==> config.mk <==
export PLATFORM = sky130hd
export DESIGN_NAME = tdm_mux_tx
export DESIGN_NICKNAME = d
export VERILOG_FILES = /design/src/rtl/tdm_mux_tx.sv
export SDC_FILE = /design/constraint.sdc
export NUM_CORES = 1
export LEC_CHECK = 0
export CORE_MARGIN = 4
export CORE_UTILIZATION = 33
export DETAILED_ROUTE_END_ITERATION = 10
export GPL_TIMING_DRIVEN = 0
export PLACE_DENSITY = 0.6
export SYNTH_ARGS = -nofsm -noshare
export SYNTH_HDL_FRONTEND = slang
export SYNTH_SLANG_ARGS = --single-unit
==> constraint.sdc <==
create_clock -name clk -period 2.21 [get_ports clk]
set_input_delay 0.221 -clock clk [delete_from_list [all_inputs] [get_ports clk]]
set_output_delay 0.221 -clock clk [all_outputs]
set_load 0.01 [all_outputs]
==> src/rtl/tdm_mux_tx.sv <==
// Round-robin TDM transmitter: NCH byte channels share one slot stream, with empty slots carrying FILL.
// Optional build macro TDM_MUX_PARITY_EN adds an even-parity bit registered with each output word.
module tdm_mux_tx #(
  parameter int NCH = 4,
  parameter int W = 8,
  parameter logic [W-1:0] FILL = 8'hA5,
  localparam int CW = $clog2(NCH)
) (
  input  logic             clk,
  input  logic             rst,
  input  logic             en,
  input  logic [NCH-1:0]   in_valid,
  input  logic [NCH*W-1:0] in_data,
  output logic [NCH-1:0]   in_ready,
  output logic             out_valid,
  input  logic             out_ready,
  output logic [W-1:0]     out_data,
  output logic [CW-1:0]    out_ch,
  output logic             out_sof,
  output logic             out_fill,
  output logic             out_par,
  output logic             busy
);

  typedef enum logic [1:0] {IDLE, RUN, DRAIN} state_t;

  state_t           state_reg, state_next;
  logic [CW-1:0]    slot_reg;
  logic             out_valid_reg;
  logic [W-1:0]     out_data_reg;
  logic [CW-1:0]    out_ch_reg;
  logic             out_sof_reg;
  logic             out_fill_reg;
  logic             load;
  logic             free;
  logic             wrap;
  logic [NCH-1:0]   hold_vld;
  logic [NCH*W-1:0] hold_data;
  logic             sel_vld;
  logic [W-1:0]     sel_data;
  logic [W-1:0]     load_data;

  assign free = ~out_valid_reg | out_ready;
  assign wrap = (slot_reg == CW'(NCH - 1));

  // Per-channel holding register; capture has priority so a fill-slot load cannot
  // drop a word arriving in the same cycle.
  for (genvar gi = 0; gi < NCH; gi++) begin : g_ch
    logic [W-1:0] data_reg;
    logic         vld_reg;
    logic         cap;
    logic         clr;

    assign cap = in_valid[gi] & ~vld_reg;
    assign clr = load & (slot_reg == CW'(gi));

    always_ff @(posedge clk) begin
      if (rst) begin
        data_reg <= '0;
        vld_reg  <= 1'b0;
      end else if (cap) begin
        data_reg <= in_data[gi*W +: W];
        vld_reg  <= 1'b1;
      end else if (clr) begin
        vld_reg  <= 1'b0;
      end
    end

    assign hold_vld[gi]         = vld_reg;
    assign hold_data[gi*W +: W] = data_reg;
    assign in_ready[gi]         = ~vld_reg;
  end

  assign sel_vld   = hold_vld[slot_reg];
  assign sel_data  = hold_data[slot_reg*W +: W];
  assign load_data = sel_vld ? sel_data : FILL;

  always_ff @(posedge clk) begin
    if (rst) state_reg <= IDLE;
    else     state_reg <= state_next;
  end

  // A stop request at slot 0 exits without loading, so a new frame is never started.
  always_comb begin
    state_next = state_reg;
    load       = 1'b0;
    case (state_reg)
      IDLE: begin
        if (en) state_next = RUN;
      end
      RUN: begin
        if (!en && slot_reg == '0) begin
          state_next = IDLE;
        end else begin
          load = free;
          if (!en) state_next = (load && wrap) ? IDLE : DRAIN;
        end
      end
      DRAIN: begin
        load = free;
        if (load && wrap) state_next = IDLE;
      end
      default: state_next = IDLE;
    endcase
  end

  always_ff @(posedge clk) begin
    if (rst) begin
      slot_reg      <= '0;
      out_valid_reg <= 1'b0;
      out_data_reg  <= '0;
      out_ch_reg    <= '0;
      out_sof_reg   <= 1'b0;
      out_fill_reg  <= 1'b0;
    end else if (load) begin
      slot_reg      <= wrap ? '0 : slot_reg + 1'b1;
      out_valid_reg <= 1'b1;
      out_data_reg  <= load_data;
      out_ch_reg    <= slot_reg;
      out_sof_reg   <= (slot_reg == '0);
      out_fill_reg  <= ~sel_vld;
    end else if (out_ready) begin
      out_valid_reg <= 1'b0;
    end
  end

`ifdef TDM_MUX_PARITY_EN
  logic out_par_reg;

  always_ff @(posedge clk) begin
    if (rst)       out_par_reg <= 1'b0;
    else if (load) out_par_reg <= ^load_data;
  end

  assign out_par = out_par_reg;
`else
  assign out_par = 1'b0;
`endif

  assign out_valid = out_valid_reg;
  assign out_data  = out_data_reg;
  assign out_ch    = out_ch_reg;
  assign out_sof   = out_sof_reg;
  assign out_fill  = out_fill_reg;
  assign busy      = (state_reg != IDLE);

endmodule

==> impl_results.md, run 1 <==
* Run status: finished clean
* All-Layer GR Usage at 0.1435
* Final hold violation count at 0
* Internal power at 0.001405 W
* Maximum number of pins on one net before global-route repair at 18
* Register bit total from synthesis at 53
* Row count at 30
* Flip-flop count of the largest register, all copies and words added at 32
* Initial core utilization at 0.3409
* H-tree depth reported by CTS at 2
* Portion of the post-synthesis area used by sequential elements at 0.4581
* Final GP Congestion at 0.8588
* Vertical extent of the die at 91.78 microns
* Tightest slew margin relative to the limit at 0.6123
* Number of synthesized flops with an enable pin at 0
* Port bufs at 57
* Leading cell type by number of instances after synthesis: sky130_fd_sc_hd__nand2_1
* Nets@finish at 371
* Capturing element type of the critical path: register
* Clock latency at the later pin of the worst-skew pair at 310 ps
* Count of filler cells inserted in the layout at 717
* Routed wirelength normalized by instance count at 14.08 microns
* Worst-case reg-to-reg path depth at 7
* RSZ-0062 raised after global routing: no
* Layout Utilization at 0.4560
* Count of distinct cell types in the synthesized netlist at 37
* Critical-path maximum fanout at 10
* Area of the die at 8423 sq um
* Overall Power at 0.001945 W
* Slack of the worst reg-to-reg path at 170 ps
* Worst path max stage delay at 500 ps
* Boundary Pins at 59
* TritonRoute pass-1 iters at 4
* FFs w/ async S/R, synth at 0
* Launch point of the worst reg-to-reg path: slot_reg[0]
* Clock tree buffer depth at 2
* Via count at 1993
* Worst hold margin at 449.3 ps
* Post-CTS Hold Buffers at 0
* Netlist area before placement at 2316 sq um
* Data required time at the worst endpoint at 2410 ps
* Capturing point of the worst reg2reg path: out_data[0]
* Syn_area_per_cell at 8.908 sq um
* Remaining global-route overflow at 0
* CP cell instances: buf_6 > inv_1 > ha_1 > nand2b_4 > a21o_1 > nand3_2 > o221a_1
* Final period util at 0.9245
* Combinational Power Share at 0.177
* Leakage power at 1.110 nW
* Antenna cells at 0
* Critical hold path startpoint: in_data[21]
* Critical path startpoint category: register
* Number of max-capacitance violations reported at 0
* Cell at the slowest stage of the critical path: sky130_fd_sc_hd__dfxtp_1
* Final Instance Count excl. Fillers at 421
* Power per cell area at 627.8 nW/um^2
* Crit path buffers/inverters at 2
* Via count of the first global-routing pass at 1924
* Worst Path Class, Setup: register to register
* Total count of max-transition violations in the final report at 0
* Depth of the worst hold-timing path at 3
* # DRC at 0
* Nets in the synthesized netlist at 307
* Clock tree from TritonCTS: done
* Horizontal die dimension at 91.78 microns
* Number of sinks on the clock net at 53
* Placed Cells at 413
* Largest clock skew in the final design at 4.489 ps
* Fraction of post-synthesis cell area in the top cell type by area at 0.4581
* Number of buffers inserted during clock tree synthesis at 5
* Count of endpoints failing setup in the final report at 0
* Synth top area cells: sky130_fd_sc_hd__dfxtp_1 (46%), sky130_fd_sc_hd__nand2_1 (12%), sky130_fd_sc_hd__mux4_2 (8.8%)
* First-pass GRT wire length at 9556 microns
* Period minus WS final at 2043 ps
* Root buffer cell: sky130_fd_sc_hd__clkbuf_8
* Least-Margin Pin Slew at 581.5 ps
* Clock power share at 0.288
* Net switching power at 0.0005395 W
* Hold Path End: g_ch[2].data_reg[5]
* Total Routed Length at 5929 microns
* Leading area contributor after synthesis: sky130_fd_sc_hd__dfxtp_1
* Arrival @ worst endpoint at 2250 ps
* Dominant synthesized flop cell: sky130_fd_sc_hd__dfxtp_1
* Area Growth Syn to Fin at 33.77%
* Kind of cell adding the most delay to the critical path: compound AO/OA/AOI/OAI gates
* First-iteration detailed-routing DRC count at 151
* Synthesized netlist cell count at 260
* Top cells by count, synth: sky130_fd_sc_hd__nand2_1 (74), sky130_fd_sc_hd__dfxtp_1 (53), sky130_fd_sc_hd__a21oi_1 (39)
* Relative contribution of sequential cells to total power at 0.535
* Number of antenna violations at the first check in global routing at 0
* Via density at 4.734
* Fraction of layout cells with a size suffix above 1 at 0.08308
* Switching part of the total power at 0.2774
* Synthesis Warnings at 0
* Clock transition at path regs at 100 ps
* Min-delay worst type: input port to register
* Maximum clock rate at 489.4 MHz
* IR Drop Worst-Case VDD at 0.0002527 V
* Final antenna-violating net count at 0
* Total core area at 6794 sq um
* HPWL Detailed at 4588 microns
-- area by class of cell --
type                    count  area [sq um]  area share
multi-input cells         178          1127      0.3639
flip-flops and latches     53          1061      0.3425
plain buffers              14         72.57     0.02342
inverters                  15         56.30     0.01817
clock inverters             3         21.27    0.006866
well taps                  96         120.1     0.03877
repair buffers             57         570.5      0.1842
clock buffers               5         68.82     0.02221
-- tightest hold or removal path: stages --
cell,delay (ps)
sky130_fd_sc_hd__clkdlybuf4s50_1,390
sky130_fd_sc_hd__nand2_1,50
sky130_fd_sc_hd__a21oi_1,50
-- worst max-delay path by stage --
stage	startpoint	endpoint	depth (start not counted)
2_1_floorplan	slot_reg[1]	out_data[0]	7
3_3_place_gp	slot_reg[1]	out_data[0]	7
3_5_place_dp	slot_reg[1]	out_data[2]	7
4_1_cts	slot_reg[0]	out_data[0]	7
5_1_grt	slot_reg[0]	out_data[0]	7
6_report	slot_reg[0]	out_data[0]	7
-- metal layers --
layer / share of wire / GRT usage
met5: 0 / 0
met2: 0.44 / 0.2288
met4: 0.018 / 0.04703
met3: 0.050 / 0.03281
met1: 0.49 / 0.1922
-- repair_timing --
action / 4_1_cts / 5_1_grt
gates resized for setup: 1 / 0
buffers inserted: 0 / 0
endpoints found under the setup margin: 3 / 0
-- metrics by stage --
stage	setup TNS [ps]	cell area, sq um	setup slack, ps
final	0	3098	166.8
after global routing	0	3098	10.72
after CTS	0	3098	158.3
after detailed placement	-52.97	3007	-22.59
after global placement	-49.37	3007	-20.94
after floorplan	0	2316	368.2
-- power groups by stage --
stage | combinational (W) | sequential, W | clock, W
CTS | 0.000347 | 0.00104 | 0.000576
floorplan | 0.000189 | 0.00105 | 0
detailed placement | 0.000346 | 0.00106 | 0
global route | 0.000381 | 0.00105 | 0.000613
finish | 0.000344 | 0.00104 | 0.000559
global placement | 0.000342 | 0.00106 | 0
-- placed cells by master, fill, tap and decap left out, types with 2 or more instances in the layout --
master / synthesis / layout
sky130_fd_sc_hd__nand2_1: 74 / 74
sky130_fd_sc_hd__clkdlybuf4s50_1: 0 / 57
sky130_fd_sc_hd__dfxtp_1: 53 / 53
sky130_fd_sc_hd__a21oi_1: 39 / 39
sky130_fd_sc_hd__inv_1: 14 / 14
sky130_fd_sc_hd__mux4_2: 9 / 9
sky130_fd_sc_hd__ha_1: 7 / 7
sky130_fd_sc_hd__clkbuf_1: 6 / 6
sky130_fd_sc_hd__o21ai_0: 6 / 6
sky130_fd_sc_hd__nor2b_1: 5 / 5
sky130_fd_sc_hd__nand3_1: 5 / 5
sky130_fd_sc_hd__clkbuf_8: 0 / 5
sky130_fd_sc_hd__buf_1: 5 / 4
sky130_fd_sc_hd__o32ai_1: 4 / 4
sky130_fd_sc_hd__nor2_1: 3 / 3
sky130_fd_sc_hd__o221a_1: 3 / 3
sky130_fd_sc_hd__buf_6: 2 / 2
sky130_fd_sc_hd__a311oi_1: 2 / 2
sky130_fd_sc_hd__nand2b_1: 2 / 2
sky130_fd_sc_hd__a311oi_2: 2 / 2
-- kinds of logic after synthesis --
kind of cell,count (synthesis),share of synthesized area
AO/OA/AOI/OAI,66,0.1848
adder cells (fa/ha/maj),7,0.03782
buffers and inverters,29,0.05510
other,1,0.001619
AND/OR/NAND/NOR,95,0.1750
flip-flops,53,0.4581
multiplexers,9,0.08752
Power figures use the tool's default switching activity.
==> inputs of run 2 (changes only) <==
--- a/config.mk
+++ b/config.mk
@@ -5,11 +5,13 @@
 export SDC_FILE = /design/constraint.sdc
 export NUM_CORES = 1
 export LEC_CHECK = 0
+export ABC_AREA = 1
 export CORE_MARGIN = 4
 export CORE_UTILIZATION = 33
+export CTS_CLUSTER_DIAMETER = 200
 export DETAILED_ROUTE_END_ITERATION = 10
 export GPL_TIMING_DRIVEN = 0
-export PLACE_DENSITY = 0.6
+export PLACE_DENSITY = 0.59
 export SYNTH_ARGS = -nofsm -noshare
 export SYNTH_HDL_FRONTEND = slang
 export SYNTH_SLANG_ARGS = --single-unit
==> impl_results.md, run 2 <==
* First-iteration detailed-routing DRC count at 90 (-40%)
* Port bufs at 56 (-1.8%)
* Total Routed Length at 6131 microns (+3.4%)
* Total core area at 7253 sq um (+6.8%)
* Fraction of layout cells with a size suffix above 1 at 0.1017 (+0.01866)
* Fraction of post-synthesis cell area in the top cell type by area at 0.4287 (-0.02941)
* Boundary Pins at 59 (unchanged)
* Number of max-capacitance violations reported at 0 (unchanged)
* Critical-path maximum fanout at 3 (-7)
* Number of synthesized flops with an enable pin at 0 (unchanged)
* Vertical extent of the die at 94.60 microns (+3.1%)
* Final antenna-violating net count at 0 (unchanged)
* Least-Margin Pin Slew at 555.6 ps (-25.87 ps)
* Source of the critical timing path: state_reg[0]
* Antenna cells at 0 (unchanged)
* # DRC at 0 (unchanged)
* TritonRoute pass-1 iters at 4 (unchanged)
* H-tree depth reported by CTS at 2 (unchanged)
* Worst Path Class, Setup: register to output port
* Worst-case reg-to-reg path depth at 12 (+5)
* First-pass GRT wire length at 10140 microns (+6.1%)
* Most Frequent Cell on Critical Path: sky130_fd_sc_hd__inv_1
* Dominant synthesized flop cell: sky130_fd_sc_hd__dfxtp_1
* Nets@finish at 449 (+21%)
* Data required time at the worst endpoint at 1990 ps (-420 ps)
* Clock tree from TritonCTS: done
* Run status: finished clean
* Tightest slew margin relative to the limit at 0.6296 (+0.01725)
* Nets in the synthesized netlist at 386 (+26%)
* Final hold violation count at 0 (unchanged)
* Netlist area before placement at 2475 sq um (+6.9%)
* Number of buffers inserted during clock tree synthesis at 5 (unchanged)
* Row count at 31 (+3.3%)
* Period minus WS final at 1787 ps (-256.4 ps)
* Overall Power at 0.002341 W (+20%)
* Leading cell type by number of instances after synthesis: sky130_fd_sc_hd__nand2_1
* Capturing element type of the critical path: output port
* Worst path max stage delay at 530 ps (+30 ps)
* CP cell instances: inv_1 > ha_1 > inv_1 > clkdlybuf4s50_1
* Most common cell after layout, fill and taps aside: sky130_fd_sc_hd__nand2_1
* All-Layer GR Usage at 0.1446 (+0.001140)
* Critical path depth in cells at 4 (-3)
* Total count of max-transition violations in the final report at 0 (unchanged)
* Number of antenna violations at the first check in global routing at 0 (unchanged)
* Clock transition at path regs at 90 ps (about the same)
* Post-CTS Hold Buffers at 0 (unchanged)
* Leakage power at 1.395 nW (+26%)
* Largest clock skew in the final design at 10.65 ps (+6.159 ps)
* Leading area contributor after synthesis: sky130_fd_sc_hd__dfxtp_1
* Total of cells resized after clock tree synthesis at 0 (-1)
* Via density at 4.518 (-4.6%)
* Maximum number of pins on one net before global-route repair at 17 (-1)
* Crit path buffers/inverters at 3 (+1)
* Synthesis Warnings at 0 (unchanged)
* IR Drop Worst-Case VDD at 0.0002798 V (+11%)
* Clock latency at the later pin of the worst-skew pair at 310 ps (about the same)
* Area Growth Syn to Fin at 31.14%
* Syn_area_per_cell at 7.301 sq um (-18%)
* Launch point of the worst reg-to-reg path: slot_reg[0]
* Number of sinks on the clock net at 53 (unchanged)
* Synth top area cells: sky130_fd_sc_hd__dfxtp_1 (43%), sky130_fd_sc_hd__nand2_1 (11%), sky130_fd_sc_hd__o21ai_0 (6.7%)
* Count of endpoints failing setup in the final report at 0 (unchanged)
* Depth of the worst hold-timing path at 2 (-1)
* RSZ-0062 raised after global routing: no
* Root buffer cell: sky130_fd_sc_hd__clkbuf_8
* Commonest cells after routing, fill and taps aside: sky130_fd_sc_hd__nand2_1 (73), sky130_fd_sc_hd__clkdlybuf4s50_1 (56), sky130_fd_sc_hd__dfxtp_1 (53)
* Area of the die at 8949 sq um (+6.3%)
* Arrival @ worst endpoint at 1570 ps (-680 ps)
* Count of distinct cell types in the synthesized netlist at 25 (-32%)
* Final period util at 0.8085 (-0.1160)
* Final TNS setup at 0 ps (unchanged)
* Maximum clock rate at 559.7 MHz (+14%)
* Register bit total from synthesis at 53 (unchanged)
* Routed wirelength normalized by instance count at 12.21 microns (-13%)
* Capturing point of the worst reg2reg path: out_data[0]
* Portion of the post-synthesis area used by sequential elements at 0.4287 (-0.02941)
* Layout Utilization at 0.4475 (-0.008512)
* Post-CTS Repair Setup Buffers at 0 (unchanged)
* Cell at the slowest stage of the critical path: sky130_fd_sc_hd__clkdlybuf4s50_1
* Clock tree buffer depth at 2 (unchanged)
* Final GP Congestion at 0.8715 (+1.5%)
* Horizontal die dimension at 94.60 microns (+3.1%)
* Via count at 2268 (+14%)
* Critical path startpoint category: register
* Hold Path End: out_data[1]
* Kind of cell adding the most delay to the critical path: buffers and inverters
* Remaining global-route overflow at 0 (unchanged)
* Top cells by count, synth: sky130_fd_sc_hd__nand2_1 (73), sky130_fd_sc_hd__dfxtp_1 (53), sky130_fd_sc_hd__inv_1 (39)
* Synthesized netlist cell count at 339 (+30%)
* Min-delay worst type: input port to register
* Via count of the first global-routing pass at 2185 (+14%)
* Initial core utilization at 0.3412 (about the same)
* Slack of the worst reg-to-reg path at 510 ps (+340 ps)
* Power per cell area at 721.4 nW/um^2 (+15%)
* HPWL Detailed at 4779 microns (+4.2%)
* Flip-flop count of the largest register, all copies and words added at 32 (unchanged)
* Critical hold path startpoint: rst
* FFs w/ async S/R, synth at 0 (unchanged)
-- run 2: cell types whose count changed after synthesis, moves of 3 or more --
cell / previous run / this run
sky130_fd_sc_hd__a21oi_1: 39 / 31
sky130_fd_sc_hd__a21oi_2: 0 / 4
sky130_fd_sc_hd__buf_1: 5 / 1
sky130_fd_sc_hd__buf_2: 0 / 11
sky130_fd_sc_hd__clkbuf_1: 6 / 0
sky130_fd_sc_hd__inv_1: 14 / 39
sky130_fd_sc_hd__mux4_2: 9 / 0
sky130_fd_sc_hd__nand3_1: 5 / 27
sky130_fd_sc_hd__nand3_2: 1 / 4
sky130_fd_sc_hd__nor2_1: 3 / 36
sky130_fd_sc_hd__nor2b_1: 5 / 0
sky130_fd_sc_hd__o21ai_0: 6 / 33
sky130_fd_sc_hd__o221a_1: 3 / 0
sky130_fd_sc_hd__o32ai_1: 4 / 0
-- run 2: per-layer routing --
layer	vias to the layer above	GRT usage	routed length, microns
met5	-	0	0
met4	0	0.03606	41
met3	4	0.02629	300
met2	43	0.2478	2977
met1	1024	0.1873	2812
li1	1197	-	-
-- run 2: final cells by class --
cell class | count | area (sq um)
Fill cell | 788 | 4008
Sequential cell | 53 | 1061
Inverter | 42 | 160.2
Buffer | 18 | 127.6
Clock inverter | 2 | 13.76
Clock buffer | 6 | 72.57
Multi-Input combinational cell | 226 | 1126
Tap cell | 99 | 123.9
Timing Repair Buffer | 56 | 560.5
-- run 2: logic make-up (layout without fill, tap and decap cells) --
family / after synthesis / after routing / synth area share
other: 1 / 1 / 0.001515
DFF: 53 / 53 / 0.4287
and+or+nand+nor: 146 / 146 / 0.2599
AOI/OAI and AO/OA: 72 / 72 / 0.1582
adders and majority gates: 7 / 7 / 0.03539
buffers and inverters: 60 / 124 / 0.1163
-- run 2: worst max path at each step --
stage | to | slack [ps]
after global placement | out_data[0] | 520
after CTS | busy | 400
after floorplan | out_data[0] | 710
after global routing | busy | 320
final | busy | 420
after detailed placement | out_data[0] | 510
-- run 2: where the power goes --
part / switching [W] / total [W] / internal, W
Sequential: 0.0000452 / 0.00109 / 0.00105
Clock: 0.000322 / 0.000549 / 0.000227
Combinational: 0.000391 / 0.000702 / 0.000311
-- run 2: through the flow --
step                instance area (sq um)  std cells  setup WS, ps  hold WS (ps)
detailed placement                   3159        494         506.6         442.6
global placement                     3159        494         517.2         437.6
global route                         3246        502         321.4         194.9
finish                               3246        502         423.3         189.8
CTS                                  3246        502         399.0         185.5
floorplan                            2475        339         709.3         385.6
